`src/rtl/pipe_mux_reg_pkg.sv`:
```
// rtl/pipe_mux_reg_pkg.sv - shared pipeline-stage width and handshake helper
package pipe_mux_reg_pkg;

    localparam int STAGE_WIDTH = 32;

    // A word moves across a valid/ready pair only when both sides agree.
    function automatic logic hs_fire(input logic valid, input logic ready);
        return valid && ready;
    endfunction

endpackage

```
`src/rtl/pipe_mux_reg_skid_reg.sv`:
```
// rtl/pipe_mux_reg_skid_reg.sv - one-entry valid/ready skid register with flush
module skid_reg
    import pipe_mux_reg_pkg::*;
#(
    parameter int WIDTH = STAGE_WIDTH
) (
    input  logic             c,
    input  logic             rst,
    input  logic             flush,
    input  logic [WIDTH-1:0] in_data,
    input  logic             in_valid,
    output logic             in_ready,
    output logic [WIDTH-1:0] out_data,
    output logic             out_valid,
    input  logic             out_ready
);

    logic [WIDTH-1:0] skid_data;
    logic             skid_valid;
    logic             accept;
    logic             drain;

    // in_ready depends on registered state only, so no path from out_ready.
    assign in_ready = !skid_valid;
    assign accept   = hs_fire(in_valid, in_ready) && !flush;
    assign drain    = hs_fire(out_valid, out_ready);

    always_ff @(posedge c) begin
        if (rst) begin
            out_data   <= '0;
            out_valid  <= 1'b0;
            skid_data  <= '0;
            skid_valid <= 1'b0;
        end else if (flush) begin
            out_valid  <= 1'b0;
            skid_valid <= 1'b0;
        end else if (!out_valid || drain) begin
            if (skid_valid) begin
                out_data   <= skid_data;
                out_valid  <= 1'b1;
                skid_valid <= 1'b0;
            end else if (accept) begin
                out_data  <= in_data;
                out_valid <= 1'b1;
            end else begin
                out_valid <= 1'b0;
            end
        end else if (accept) begin
            skid_data  <= in_data;
            skid_valid <= 1'b1;
        end
    end

endmodule

```
`src/rtl/pipe_mux_reg.sv`:
```
// rtl/pipe_mux_reg.sv - N-way registered mux with skid handshake, flush and sticky select error
module pipe_mux_reg
    import pipe_mux_reg_pkg::*;
#(
    parameter int  WIDTH  = STAGE_WIDTH,
    parameter int  NUM_IN = 4,
    localparam int SEL_W  = $clog2(NUM_IN)
) (
    input  logic                    c,
    input  logic                    rst,
    input  logic [WIDTH*NUM_IN-1:0] in_data,
    input  logic [SEL_W-1:0]        sel,
    input  logic                    in_valid,
    output logic                    in_ready,
    input  logic                    flush,
    output logic [WIDTH-1:0]        out_data,
    output logic                    out_valid,
    input  logic                    out_ready,
    output logic                    sel_err
);

    logic [WIDTH-1:0] mux_o;
    logic             sel_oob;
    logic             accept;

    // Unmatched selects fall through to zero, so an out-of-range word is still transferred as 0.
    always_comb begin
        mux_o = '0;
        for (int k = 0; k < NUM_IN; k++) begin
            if (sel == SEL_W'(k)) begin
                mux_o = in_data[k*WIDTH +: WIDTH];
            end
        end
    end

    assign sel_oob = (32'(sel) >= 32'(NUM_IN));
    assign accept  = hs_fire(in_valid, in_ready) && !flush;

    always_ff @(posedge c) begin
        if (rst) begin
            sel_err <= 1'b0;
        end else if (accept && sel_oob) begin
            sel_err <= 1'b1;
        end
    end

    skid_reg #(
        .WIDTH (WIDTH)
    ) u_skid (
        .c         (c),
        .rst       (rst),
        .flush     (flush),
        .in_data   (mux_o),
        .in_valid  (in_valid),
        .in_ready  (in_ready),
        .out_data  (out_data),
        .out_valid (out_valid),
        .out_ready (out_ready)
    );

endmodule

```
`config.mk`:
```
export PLATFORM = sky130hd
export DESIGN_NAME = pipe_mux_reg
export DESIGN_NICKNAME = d
export VERILOG_FILES = /design/src/rtl/pipe_mux_reg_pkg.sv /design/src/rtl/pipe_mux_reg_skid_reg.sv /design/src/rtl/pipe_mux_reg.sv
export SDC_FILE = /design/constraint.sdc
export NUM_CORES = 1
export LEC_CHECK = 0
export ABC_CLOCK_PERIOD_IN_PS = 2500
export BUFFER_PORTS_ARGS = -buffer_cell sky130_fd_sc_hd__buf_2
export CAP_MARGIN = 10
export CORE_UTILIZATION = 45
export CTS_BUF_LIST = sky130_fd_sc_hd__clkbuf_8
export DETAILED_ROUTE_END_ITERATION = 8
export PLACE_DENSITY = 0.76
export SLEW_MARGIN = 15
export SYNTH_ARGS = -nofsm -noshare
export SYNTH_HDL_FRONTEND = slang
export SYNTH_HIERARCHICAL = 1
export SYNTH_SLANG_ARGS = --single-unit
```
`constraint.sdc`:
```
create_clock -name c -period 2.5 [get_ports c]
set_input_delay 0.25 -clock c [delete_from_list [all_inputs] [get_ports c]]
set_output_delay 0.25 -clock c [all_outputs]
set_load 0.01 [all_outputs]
```
==> run summary <==
Routed WL = 9.64 mm
Crit path largest cell delay = 0.71 ns
largest net degree at the start of global routing = 99
Hold Fails Final Rpt = 0
Iter 0 DRT Violations = 112
worst hold margin = 0.159 ns
leakage dissipation = 1.96 nW
I/O pin count = 170
remaining antenna violation count = 0
drt via density = 5.42
I/O Buffers = 168
Post-CTS Setup Repair Bufs = 0
clk_lat worst skew = 0.33 ns
Worst-Margin Slew = 0.777 ns
CP Launch Type = flip-flop
grt total ovfl = 0
cell area after synthesis = 4000 um^2
H-tree depth = 3
DRC violations left = 0
crit-path cells = o21ba_1 -> and2_4 -> a211oi_2
Final Cycle Share = 71.7%
ranking of synthesized cells by area = dfxtp_1, mux4_2, mux2i_1
max cap viols = 0
First-pass DRT Iterations = 6
antenna cells = 0
CTS tree = done
Crit Path Class = flip-flop to flip-flop
vias = 3,244
area of the multi-input gates = 2390 um^2
clock sinks = 66
Synth Warn # = 6
Worst Path Arrival = 1.98 ns
# nets final = 621
WP buf/inv = 0
GRT Total Usage = 21.5%
area leader, netlist = dfxtp_1
die height = 96.3 um
delay-heaviest family, CP = flip-flops
syn_area_per_cell = 11.9 um^2
Clock transition at path regs = 0.07 ns
synthesized instance count = 337
setup TNS = 0 ns
Pwr Density = 484 nW/um^2
Rel. slew slack = 48.2%
CTS Root Cell = clkbuf_8
Core Region = 8680 um^2
Mapped Nets = 472
Layout fillers = 779
hold_buf cts = 0
Hold/Removal Path Class = primary input to flip-flop
Synth cell types = 20
P&R area growth vs syn = 23.6%
die width = 96.3 um
register area = 1320 um^2
Max stage delay cell, worst path = dfxtp_2
register area share after synthesis = 33.0%
top cell type's share of synthesized area = 33.0%
post-cts resize count = 0
worst-case vdd ir drop = 0.244 mV
Final min period = 1.79 ns
vias in the first global route = 3,309
Worst Clk Skew = 0.00981 ns
fmax = 0.558 GHz
layout cells sized above 1 = 51.7%
status = completed
post-DR wirelength/cell = 16.1 um
FF+latch count, synth = 66
GPL Wtd Cong = 0.715
Critical Path RT = 2.69 ns
unrepaired setup endpoints after global routing = false
Max clock buf depth = 2
Final setup viols = 0
Die ar. = 9270 um^2
first-pass GRT wire length = 15.0 mm
hpwl dp = 6.77 mm
initial antenna violation count = 0
Rows = 34
Crit. End Element = flip-flop
CTS Buf Count = 9
critical path peak fanout = 32
Pins Over Slew Limit = 0
Initial Util = 46.1%
[Yosys cell counts]
library cell / n
a211oi_1: 3
a211oi_2: 30
a21oi_1: 32
and2_4: 1
buf_12: 3
buf_2: 8
buf_4: 2
buf_6: 10
clkbuf_1: 15
conb_1: 1
dfxtp_1: 66
inv_2: 1
mux2i_1: 64
mux4_1: 2
mux4_2: 30
nand2b_1: 65
nor2_1: 1
nor4_1: 1
nor4b_4: 1
o21ba_1: 1
[area by class of cell]
type / instances / share of cell area (%)
multi-input cells: 232 / 48.4
repair buffers: 176 / 18.7
flip-flops and latches: 66 / 26.8
well taps: 108 / 2.73
inverters: 1 / 0.0759
clock inverters: 6 / 0.532
clock buffers: 10 / 2.78
[routing by layer]
layer / vias to the layer above / track usage [%] / wire length, um
li1: 1546 / - / -
met1: 1586 / 24.9 / 4020
met2: 103 / 39.1 / 5040
met3: 9 / 3.16 / 458
met4: 0 / 8.96 / 127
met5: - / 0 / 0
[stage by stage]
| stage | cells | util (%) | setup slack (ns) | power (mW) | area, um^2 |
|---|---|---|---|---|---|
| finish | 599 | 57.0 | 0.709 | 2.39 | 4940 |
| global placement | 583 | 55.1 | 0.723 | 1.65 | 4780 |
| detailed placement | 583 | 55.1 | 0.689 | 1.67 | 4780 |
| CTS | 599 | 57.0 | 0.676 | 2.42 | 4940 |
| global route | 599 | 57.0 | 0.633 | 2.51 | 4940 |
| floorplan | 337 | - | 1.08 | 1.49 | 4000 |
[final timing paths]
check	startpoint	end	slack, ns	cells after the start
max	u_skid/skid_valid$_SDFFE_PP0P_	u_skid/out_data[4]$_SDFFE_PP0P_	0.71	3
min	flush	u_skid/out_valid$_SDFFE_PP0P_	0.16	2
max reg2reg	u_skid/skid_valid$_SDFFE_PP0P_	u_skid/out_data[4]$_SDFFE_PP0P_	0.71	3
min reg2reg	u_skid/skid_data[15]$_SDFFE_PP0P_	u_skid/skid_data[15]$_SDFFE_PP0P_	0.48	2
[power by group]
part           internal (mW)  switching (mW)
clock network          0.371           0.379
registers               1.09          0.0242
logic                  0.280           0.246
[cells by family after synthesis]
| logic type | count (synthesis) | share of synthesized area, % |
|---|---|---|
| other | 1 | 0.0938 |
| flip-flops | 66 | 33.0 |
| buffers and inverters | 39 | 7.20 |
| AND/OR/NAND/NOR | 69 | 11.2 |
| multiplexers | 96 | 34.2 |
| AO/OA/AOI/OAI | 66 | 14.2 |
[cell usage in the layout (no fill, tap or decap)]
| cell type | n |
|---|---|
| nor2_1 | 1 |
| nor4_1 | 1 |
| buf_4 | 6 |
| inv_1 | 3 |
| nand2b_2 | 1 |
| nand2b_1 | 64 |
| conb_1 | 1 |
| clkinv_2 | 3 |
| buf_2 | 168 |
| a21oi_1 | 32 |
| and2_4 | 1 |
| mux4_1 | 2 |
| a211oi_2 | 30 |
| nor4b_4 | 1 |
| mux2i_1 | 64 |
| o21ba_1 | 1 |
| inv_2 | 1 |
| mux4_2 | 30 |
| a211oi_1 | 3 |
| dfxtp_1 | 65 |
| buf_12 | 2 |
| dfxtp_2 | 1 |
| clkbuf_8 | 10 |
[flip-flops by register name, summed over array words and instances (netlist names)]
| register | count |
|---|---|
| u_skid/skid_data | 32 |
| u_skid/out_valid | 1 |
| u_skid/out_data | 32 |
| u_skid/skid_valid | 1 |
No activity file was read; power rests on OpenSTA's default activity.
